<file path="src/rtl/cos_horner_seq.sv">
// Sequenced cos(x) Horner evaluator driving one external combinational multiplier.
// Define COS_SAT_EN to saturate the re-quantizer and the Horner add; default build wraps.
module cos_horner_seq #(
  parameter int WI = 4,
  parameter int WF = 16,
  parameter int C0 = 65536,
  parameter int C1 = -32768,
  parameter int C2 = 2731,
  parameter int C3 = -91
) (
  input  logic                          clk,
  input  logic                          rst_n,
  input  logic                          in_valid,
  output logic                          in_ready,
  input  logic signed [WI+WF-1:0]       x_in,
  output logic signed [WI+WF-1:0]       mul_a,
  output logic signed [WI+WF-1:0]       mul_b,
  input  logic signed [2*(WI+WF)-1:0]   mul_p,
  output logic                          out_valid,
  input  logic                          out_ready,
  output logic signed [WI+WF-1:0]       cos_out
);

  localparam int W  = WI + WF;
  localparam int PW = 2 * W;

  localparam logic signed [W-1:0]  K0      = W'(C0);
  localparam logic signed [W-1:0]  K1      = W'(C1);
  localparam logic signed [W-1:0]  K2      = W'(C2);
  localparam logic signed [W-1:0]  K3      = W'(C3);
  localparam logic signed [PW-1:0] RndHalf = PW'(1) << (WF - 1);

  typedef enum logic [1:0] {StIdle, StSqr, StHorn, StDone} state_e;

  state_e              state;
  logic signed [W-1:0] z;
  logic signed [W-1:0] acc;
  logic [1:0]          k;

  logic signed [PW-1:0] p_shr;
  logic signed [W-1:0]  rq_val;
  logic signed [W-1:0]  coef;
  logic signed [W-1:0]  horn_sum;

  // Round half up, then drop the fractional bits of the Q8.32 product.
  assign p_shr = (mul_p + RndHalf) >>> WF;

  always_comb begin
    coef = K0;
    case (k)
      2'd2:    coef = K2;
      2'd1:    coef = K1;
      default: coef = K0;
    endcase
  end

`ifdef COS_SAT_EN
  localparam logic signed [PW-1:0] PMax = PW'((1 << (W - 1)) - 1);
  localparam logic signed [PW-1:0] PMin = ~PMax;

  logic [W:0] sum_ext;

  always_comb begin
    if (p_shr > PMax) begin
      rq_val = {1'b0, {(W-1){1'b1}}};
    end else if (p_shr < PMin) begin
      rq_val = {1'b1, {(W-1){1'b0}}};
    end else begin
      rq_val = p_shr[W-1:0];
    end
    sum_ext = {rq_val[W-1], rq_val} + {coef[W-1], coef};
    // Sign bits disagree only on overflow; the top bit gives the direction.
    if (sum_ext[W] != sum_ext[W-1]) begin
      horn_sum = sum_ext[W] ? {1'b1, {(W-1){1'b0}}} : {1'b0, {(W-1){1'b1}}};
    end else begin
      horn_sum = sum_ext[W-1:0];
    end
  end
`else
  logic unused_shr_hi;
  assign unused_shr_hi = ^p_shr[PW-1:W];
  assign rq_val        = p_shr[W-1:0];
  assign horn_sum      = rq_val + coef;
`endif

  always_ff @(posedge clk) begin
    if (!rst_n) begin
      state     <= StIdle;
      in_ready  <= 1'b1;
      out_valid <= 1'b0;
      cos_out   <= '0;
      mul_a     <= '0;
      mul_b     <= '0;
      z         <= '0;
      acc       <= '0;
      k         <= '0;
    end else begin
      case (state)
        StIdle: begin
          if (in_valid && in_ready) begin
            mul_a    <= x_in;
            mul_b    <= x_in;
            in_ready <= 1'b0;
            state    <= StSqr;
          end
        end
        StSqr: begin
          z     <= rq_val;
          mul_a <= K3;
          mul_b <= rq_val;
          acc   <= K3;
          k     <= 2'd2;
          state <= StHorn;
        end
        StHorn: begin
          acc   <= horn_sum;
          mul_a <= horn_sum;
          mul_b <= z;
          if (k == 2'd0) begin
            cos_out   <= horn_sum;
            out_valid <= 1'b1;
            state     <= StDone;
          end else begin
            k <= k - 2'd1;
          end
        end
        StDone: begin
          if (out_ready) begin
            out_valid <= 1'b0;
            in_ready  <= 1'b1;
            state     <= StIdle;
          end
        end
        default: state <= StIdle;
      endcase
    end
  end

endmodule

</file>
<file path="config.mk">
export PLATFORM = sky130hd
export DESIGN_NAME = cos_horner_seq
export DESIGN_NICKNAME = d
export VERILOG_FILES = /design/src/rtl/cos_horner_seq.sv
export SDC_FILE = /design/constraint.sdc
export NUM_CORES = 1
export LEC_CHECK = 0
export CORE_ASPECT_RATIO = 0.7
export CORE_MARGIN = 1
export CORE_UTILIZATION = 48
export DETAILED_ROUTE_END_ITERATION = 8
export PLACE_DENSITY = 0.83
export SYNTH_ARGS = -nofsm -noshare
export SYNTH_HDL_FRONTEND = slang
export SYNTH_SLANG_ARGS = --single-unit
</file>
<file path="constraint.sdc">
create_clock -name clk -period 6.35 [get_ports clk]
set_clock_uncertainty 0.15 [all_clocks]
set_input_delay 0.635 -clock clk [delete_from_list [all_inputs] [get_ports clk]]
set_output_delay 0.635 -clock clk [all_outputs]
set_load 0.02 [all_outputs]
</file>
==> results of run 1 <==
[Yosys cell counts (4+ instances only)]
| library cell | instances |
|---|---|
| a211oi_1 | 4 |
| a21boi_0 | 9 |
| a21oi_1 | 33 |
| a221oi_1 | 13 |
| a31oi_1 | 4 |
| and2_1 | 5 |
| clkbuf_1 | 37 |
| dfxtp_1 | 86 |
| ha_1 | 20 |
| inv_1 | 22 |
| nand2_1 | 65 |
| nand3_1 | 16 |
| nor2_1 | 41 |
| nor2b_1 | 27 |
| nor3_1 | 19 |
| nor3b_1 | 10 |
| o211a_1 | 27 |
| o211ai_1 | 8 |
| o21ai_0 | 37 |
| o21bai_1 | 8 |
| o221a_2 | 4 |
| o2bb2ai_1 | 4 |
| o31ai_1 | 8 |
| xnor2_1 | 22 |
| xor2_1 | 14 |
[through the flow]
step | utilization [%] | power, mW | instance area [um^2] | std cells | worst slack [ns]
4_1_cts | 64.8 | 3.24 | 6450 | 816 | 1.59
3_3_place_gp | 61.8 | 2.63 | 6150 | 801 | 1.42
5_1_grt | 64.8 | 3.45 | 6450 | 816 | 1.25
2_1_floorplan | - | 2.04 | 5030 | 602 | 2.68
3_5_place_dp | 61.8 | 2.70 | 6150 | 801 | 1.25
6_report | 64.8 | 3.25 | 6450 | 816 | 1.59
[worst max-delay path by stage]
stage	slack, ns	start	endpoint	cells past startpoint
5_1_grt	1.25	mul_p[16]	cos_out[16]$_SDFFE_PN0P_	13
4_1_cts	1.59	mul_p[16]	cos_out[16]$_SDFFE_PN0P_	13
3_3_place_gp	1.42	mul_p[15]	cos_out[16]$_SDFFE_PN0P_	13
6_report	1.59	mul_p[16]	cos_out[16]$_SDFFE_PN0P_	13
3_5_place_dp	1.25	mul_p[16]	cos_out[16]$_SDFFE_PN0P_	13
2_1_floorplan	2.68	mul_p[18]	mul_a[19]$_SDFFE_PN0P_	13
[worst register-to-register path: stages, from the launching register on]
cell and delay (ns):
dfxtp_1 0.34, inv_1 0.09, ha_1 0.38, ha_1 0.29, inv_1 0.07, fa_1 0.39, nand2b_1 0.15, o21ai_0 0.31
a31o_2 0.26, a21oi_1 0.20, o2111a_1 0.31, a2111oi_1 0.72, o21ai_0 0.15
[registers in the layout (all words and copies together) (netlist names)]
signal and count:
cos_out 20, mul_a 20, mul_b 20, z 20
k 2, state 2, in_ready 1, out_valid 1
[metal layers]
metal	vias up	track usage [%]	wire (um)
met5	-	0	0
met4	0	7.34	205
met3	22	4.83	1290
met2	279	41.5	6370
met1	2330	39.6	7100
li1	2332	-	-
[logic make-up after synthesis]
family / count (synthesis)
buf+inv: 66
mux: 3
fa+ha+maj: 21
simple gates: 207
flops: 86
compound gates: 182
xor+xnor: 37
[power groups by stage]
stage               Combinational [mW]  Clock (mW)  Sequential (mW)
floorplan                         1.00           0             1.04
global placement                  1.77           0            0.868
detailed placement                1.82           0            0.881
CTS                               1.83       0.533            0.871
global route                      2.00       0.560            0.894
finish                            1.85       0.526            0.873
[final cells by class]
class / count / area [um^2] / area share [%]
repair buffers: 113 / 1110 / 17.2
multi-input cells: 450 / 3070 / 47.6
well taps: 128 / 160 / 2.48
clock buffers: 11 / 243 / 3.76
clock inverters: 4 / 55.1 / 0.854
inverters: 24 / 90.1 / 1.40
flip-flops and latches: 86 / 1720 / 26.7
==> impl_metrics.sql, run 1 <==
INSERT INTO impl_metrics (metric_group, metric, value, unit) VALUES
('status', 'run_status', 'completed', ''),
('timing', 'final_period_minus_worst_setup_slack', '4.76', 'ns'),
('synthesis', 'synth_xor_area_share', '6.71', '%'),
('timing', 'maxClockFrequency', '210', 'MHz'),
('timing', 'final-setup-viol-count', '0', ''),
('worst_setup_path', 'critPathTopFamily', 'compound AO/OA/AOI/OAI gates', ''),
('power', 'share_comb_of_total_power', '57.0', '%'),
('worst_setup_path', 'cp_cell_sequence', 'clkdlybuf4s50_1, ha_1, inv_1, nor4_1, nand2_1, xnor2_1, ha_1, and4b_1, a32o_1, a21o_4, a31o_2, a2111oi_1, o21ai_0', ''),
('placement', 'gp_congestion', '0.909', ''),
('synthesis', 'synth_enable_flop_cells', '0', ''),
('run', 'timing.max_cap.violations', '0', ''),
('routing', 'dr.pass1.iters', '5', ''),
('power', 'pwr-share-seq', '26.9', '%'),
('worst_setup_path', 'worstReg2RegStart', 'k[0]$_SDFFE_PN0P_', ''),
('worst_setup_path', 'worst_setup_path_start_kind', 'input port', ''),
('die', 'fp.dieH', '87.7', 'um'),
('power', 'switching_fraction_of_total_power', '44.5', '%'),
('final_layout', 'mostFrequentLayoutCells', 'clkdlybuf4s50_1 (105), dfxtp_1 (86), nand2_1 (65)', ''),
('final_layout', 'fillCellCount', '806', ''),
('power', 'clockPowerShare', '16.2', '%'),
('synthesis', 'synth_top_cell_by_area', 'dfxtp_1', ''),
('die', 'dieArea', '10900', 'um^2'),
('hold_path', 'holdCritStartpoint', 'mul_b[14]$_SDFFE_PN0P_', ''),
('synthesis', 'simple_gate_portion_of_the_synthesized_area', '21.3', '%'),
('clock_tree', 'post_cts_buffers', '0', ''),
('synthesis', 'synthTopCellsByArea', 'dfxtp_1 (34%), o211a_1 (5.4%), ha_1 (5.0%)', ''),
('worst_setup_path', 'wp_data_required', '6.39', 'ns'),
('die', 'top_level_ports', '126', ''),
('timing', 'rsz0062_at_grt', 'false', ''),
('timing', 'worst_slew_pin_slew', '1.10', 'ns'),
('timing', 'whs', '0.326', 'ns'),
('routing', 'ant_nets', '0', ''),
('worst_setup_path', 'timing.critical_path.slowest_stage_cell', 'a2111oi_1', ''),
('worst_setup_path', 'critical_path_peak_fanout', '8', ''),
('clock_tree', 'worstSkewPairLatency', '0.33', 'ns'),
('clock_tree', 'cts-hold-fix-buffers', '0', ''),
('clock_tree', 'root_buffer', 'clkbuf_16', ''),
('final_layout', 'layout.nets', '769', ''),
('routing', 'avg_wl_per_cell', '18.3', 'um'),
('global_routing', 'grt_pass1_wl', '23600', 'um'),
('timing', 'report.final.hold_viol_count', '0', ''),
('synthesis', 'yosys_register_bits', '86', ''),
('synthesis', 'synthCells', '602', ''),
('synthesis', 'synth_top_cell_area_share', '34.2', '%'),
('placement', 'port-buffer-count', '106', ''),
('placement', 'detailed_place_hpwl', '10900', 'um'),
('worst_setup_path', 'critical_path.most_common_cell', 'ha_1', ''),
('global_routing', 'initial_antenna_violation_count', '0', ''),
('routing', 'vias_per_cell', '6.08', ''),
('worst_setup_path', 'worstPathBufferInverterCount', '2', ''),
('synthesis', 'synth_flop_cell', 'dfxtp_1', ''),
('clock_tree', 'cts_tree', 'built', ''),
('synthesis', 'mappedNetlistNets', '687', ''),
('power', 'power.ir.vdd_worst', '338', 'uV'),
('routing', 'route.vias.total', '4963', ''),
('routing', 'first_iter_violations', '560', ''),
('synthesis', 'muxShareOfSynthArea', '0.621', '%'),
('worst_setup_path', 'crit-reg2reg-capture', 'cos_out[16]$_SDFFE_PN0P_', ''),
('die', 'core_region', '9950', 'um^2'),
('die', 'initial_core_util', '50.6', '%'),
('synthesis', 'netlist_area', '5030', 'um^2'),
('routing', 'drt_wirelength', '15000', 'um'),
('clock_tree', 'ctsHtreeMaxLevel', '3', ''),
('worst_setup_path', 'max_stage_delay', '0.62', 'ns'),
('final_layout', 'syn_to_final_growth', '28.1', '%'),
('synthesis', 'synth_compound_area_share', '26.9', '%'),
('synthesis', 'synthDistinctLibCells', '62', ''),
('timing', 'worst_rel_slew_slack', '26.7', '%'),
('die', 'std_cell_rows', '30', ''),
('final_layout', 'final_common_cell', 'clkdlybuf4s50_1', ''),
('worst_setup_path', 'setup.worst_path.end_class', 'flip-flop', '');
No activity file was read; power rests on OpenSTA's default activity.
==> inputs of run 2 (changes only) <==
- clock period: 6.35 -> 4.5 ns (I/O delays scaled with it)
==> impl_metrics.sql, run 2 (same netlist as run 1, synthesis figures left out) <==
INSERT INTO impl_metrics (metric_group, metric, value, unit) VALUES
('clock_tree', 'post_cts_resize_count', '0', ''),
('placement', 'gp_congestion', '0.875', ''),
('worst_setup_path', 'cp_cell_sequence', 'clkdlybuf4s50_1, ha_1, nand3_1, xor2_1, inv_1, ha_1, o21ai_0, o41ai_2, o21ai_1, a2111oi_2, o2111ai_1, mux2i_1, nor4_2, o21ai_0', ''),
('placement', 'detailed_place_hpwl', '10900', 'um'),
('global_routing', 'grt.met2_usage', '40.8', '%'),
('final_layout', 'final_cell_count_no_fill', '828', ''),
('clock_tree', 'clkSinkCount', '86', ''),
('hold_path', 'holdCritPathClass', 'reg -> reg', ''),
('worst_setup_path', 'timing.critical_path.slowest_stage_cell', 'a2111oi_2', ''),
('timing', 'number_of_pins_exceeding_their_max_slew_limit_in_the_final_report', '0', ''),
('routing', 'drt_wirelength', '14800', 'um'),
('clock_tree', 'root_buffer', 'clkbuf_16', ''),
('routing', 'first_iter_violations', '618', ''),
('routing', 'post-route-drc-count', '0', ''),
('power', 'fin_total_pwr', '4.63', 'mW'),
('global_routing', 'grt_pass1_vias', '4568', ''),
('clock_tree', 'post_cts_buffers', '0', ''),
('die', 'core_region', '9950', 'um^2'),
('final_layout', 'post_route_cells_drive_above_1_share', '8.29', '%'),
('placement', 'port-buffer-count', '106', ''),
('global_routing', 'grt_max_degree', '59', ''),
('global_routing', 'global_route.usage.met1', '39.7', '%'),
('final_layout', 'post_route_cell_area', '6540', 'um^2'),
('final_layout', 'mostFrequentLayoutCells', 'clkdlybuf4s50_1 (105), dfxtp_1 (86), nand2_1 (65)', ''),
('global_routing', 'grt_use_total', '27.2', '%'),
('worst_setup_path', 'worst-endpoint-arrival', '4.11', 'ns'),
('global_routing', 'initial_antenna_violation_count', '0', ''),
('timing', 'final_period_minus_worst_setup_slack', '4.05', 'ns'),
('die', 'std_cell_rows', '30', ''),
('die', 'dieArea', '10900', 'um^2'),
('global_routing', 'aggregate_global_routing_overflow', '0', ''),
('routing', 'ant_nets', '0', ''),
('worst_setup_path', 'critPathTopFamily', 'compound AO/OA/AOI/OAI gates', ''),
('timing', 'whs', '0.323', 'ns'),
('power', 'power.ir.vdd_worst', '487', 'uV'),
('worst_setup_path', 'worst-setup-path-type', 'in -> reg', ''),
('power', 'p_per_area', '709', 'nW/um^2'),
('clock_tree', 'ctsHtreeMaxLevel', '3', ''),
('routing', 'dr.pass1.iters', '6', ''),
('worst_setup_path', 'worstPathBufferInverterCount', '2', ''),
('final_layout', 'multi_input_comb_area', '3070', 'um^2'),
('worst_setup_path', 'setup.worst_path.end_class', 'flip-flop', ''),
('timing', 'min_period_over_period', '90.0', '%'),
('clock_tree', 'cts-root-to-sink-buffers', '2', ''),
('timing', 'final-setup-viol-count', '0', ''),
('worst_setup_path', 'wp_data_required', '4.56', 'ns'),
('final_layout', 'seq_area', '1720', 'um^2'),
('global_routing', 'gr-max-usage-layer', 'met2', ''),
('final_layout', 'syn_to_final_growth', '29.8', '%'),
('die', 'top_level_ports', '126', ''),
('final_layout', 'antenna_cells', '0', ''),
('die', 'initial_core_util', '50.6', '%'),
('die', 'dieWidth', '124', 'um'),
('final_layout', 'layout.nets', '780', ''),
('clock_tree', 'numCtsBuffers', '9', ''),
('timing', 'final.setup.tns', '0', 'ns'),
('timing', 'worst_rel_slew_slack', '41.6', '%'),
('final_layout', 'fillCellCount', '787', ''),
('timing', 'report.final.hold_viol_count', '0', ''),
('run', 'timing.max_cap.violations', '0', ''),
('routing', 'avg_wl_per_cell', '17.8', 'um'),
('timing', 'maxClockFrequency', '247', 'MHz'),
('placement', 'dpl-instance-area', '6230', 'um^2'),
('placement', 'placed_cells', '812', ''),
('worst_setup_path', 'max_stage_delay', '0.59', 'ns'),
('final_layout', 'final_common_cell', 'clkdlybuf4s50_1', ''),
('routing', 'vias_per_cell', '6.00', ''),
('clock_tree', 'cts_tree', 'built', ''),
('status', 'run_status', 'completed', ''),
('timing', 'rsz0062_at_grt', 'false', ''),
('clock_tree', 'cts-hold-fix-buffers', '0', ''),
('clock_tree', 'worstSkewPairLatency', '0.34', 'ns'),
('worst_setup_path', 'worst_setup_path_start_kind', 'input port', ''),
('worst_setup_path', 'critical_path_peak_fanout', '4', ''),
('timing', 'worst_slew_pin_slew', '0.871', 'ns'),
('global_routing', 'grt_pass1_wl', '23500', 'um'),
('die', 'fp.dieH', '87.7', 'um'),
('routing', 'route.vias.total', '4970', ''),
('power', 'static_leak', '2.65', 'nW'),
('global_routing', 'grtUsageMet3', '6.11', '%'),
('clock_tree', 'clkTransAtPathRegs', '0.07', 'ns');
[run 2: cell types whose count changed in the layout (fill, tap and decap cells not counted)]
cell / before / now
clkbuf_8: 1 / 0
clkinv_2: 0 / 2
clkbuf_1: 1 / 0
clkinv_4: 0 / 1
buf_4: 7 / 18
inv_8: 0 / 1
clkinvlp_4: 1 / 0
[run 2: metal layers]
layer,vias to the layer above,wire [um]
met5,-,0
met4,0,163
met3,18,1520
met2,265,6190
met1,2327,6880
li1,2360,-
[run 2: report_power, final]
group | internal (mW) | switching (mW) | total, mW
Sequential | 1.06 | 0.162 | 1.23
Combinational | 1.05 | 1.59 | 2.65
Clock | 0.437 | 0.326 | 0.763
Total | 2.55 | 2.08 | 4.63
[run 2: worst register-to-register path, cell delays in order, from the launching register on]
cell	delay [ns]
dfxtp_1	0.34
inv_1	0.09
ha_1	0.37
ha_1	0.27
inv_1	0.07
fa_1	0.39
nand2b_1	0.15
o21ai_0	0.28
a31o_2	0.27
a21oi_1	0.19
o2111a_1	0.30
a2111oi_1	0.42
buf_4	0.20
o31ai_1	0.06
[run 2: layout make-up]
class,instances,share of cell area [%]
timing repair buffer,124,18.2
clock buffer,9,3.45
inverter,24,1.38
multi-input combinational,450,47.0
sequential,86,26.3
tap,128,2.45
clock inverter,7,1.19
[run 2: through the flow]
| step | setup WS, ns | utilization [%] |
|---|---|---|
| 3_3_place_gp | 0.277 | 62.7 |
| 4_1_cts | 0.511 | 65.7 |
| 2_1_floorplan | 1.02 | - |
| 5_1_grt | 0.173 | 65.7 |
| 3_5_place_dp | 0.165 | 62.7 |
| 6_report | 0.451 | 65.7 |
[run 2: worst paths after layout]
kind	from	end	slack (ns)	cells after the start
setup / recovery	mul_p[16]	cos_out[19]$_SDFFE_PN0P_	0.45	14
hold / removal	mul_b[14]$_SDFFE_PN0P_	mul_b[14]$_SDFFE_PN0P_	0.32	2
hold reg to reg	mul_b[14]$_SDFFE_PN0P_	mul_b[14]$_SDFFE_PN0P_	0.32	2
setup reg to reg	k[0]$_SDFFE_PN0P_	mul_a[16]$_SDFFE_PN0P_	0.82	13
==> inputs of run 3 (changes only) <==
--- a/config.mk
+++ b/config.mk
@@ -11,4 +11,5 @@
 export DETAILED_ROUTE_END_ITERATION = 8
 export PLACE_DENSITY = 0.83
+export SLEW_MARGIN = 20
 export SYNTH_ARGS = -nofsm -noshare
 export SYNTH_HDL_FRONTEND = slang
--- a/constraint.sdc
+++ b/constraint.sdc
@@ -3,3 +3,3 @@
 set_input_delay 0.45 -clock clk [delete_from_list [all_inputs] [get_ports clk]]
 set_output_delay 0.45 -clock clk [all_outputs]
-set_load 0.02 [all_outputs]
+set_load 0.1 [all_outputs]
==> results of run 3 <==
Same layout as run 2 (identical final DEF). Status: completed.
Power of run 3 is left out: the tool's default activity adds up to more than one toggle a clock period on the data nets, which glitch-free logic cannot reach.
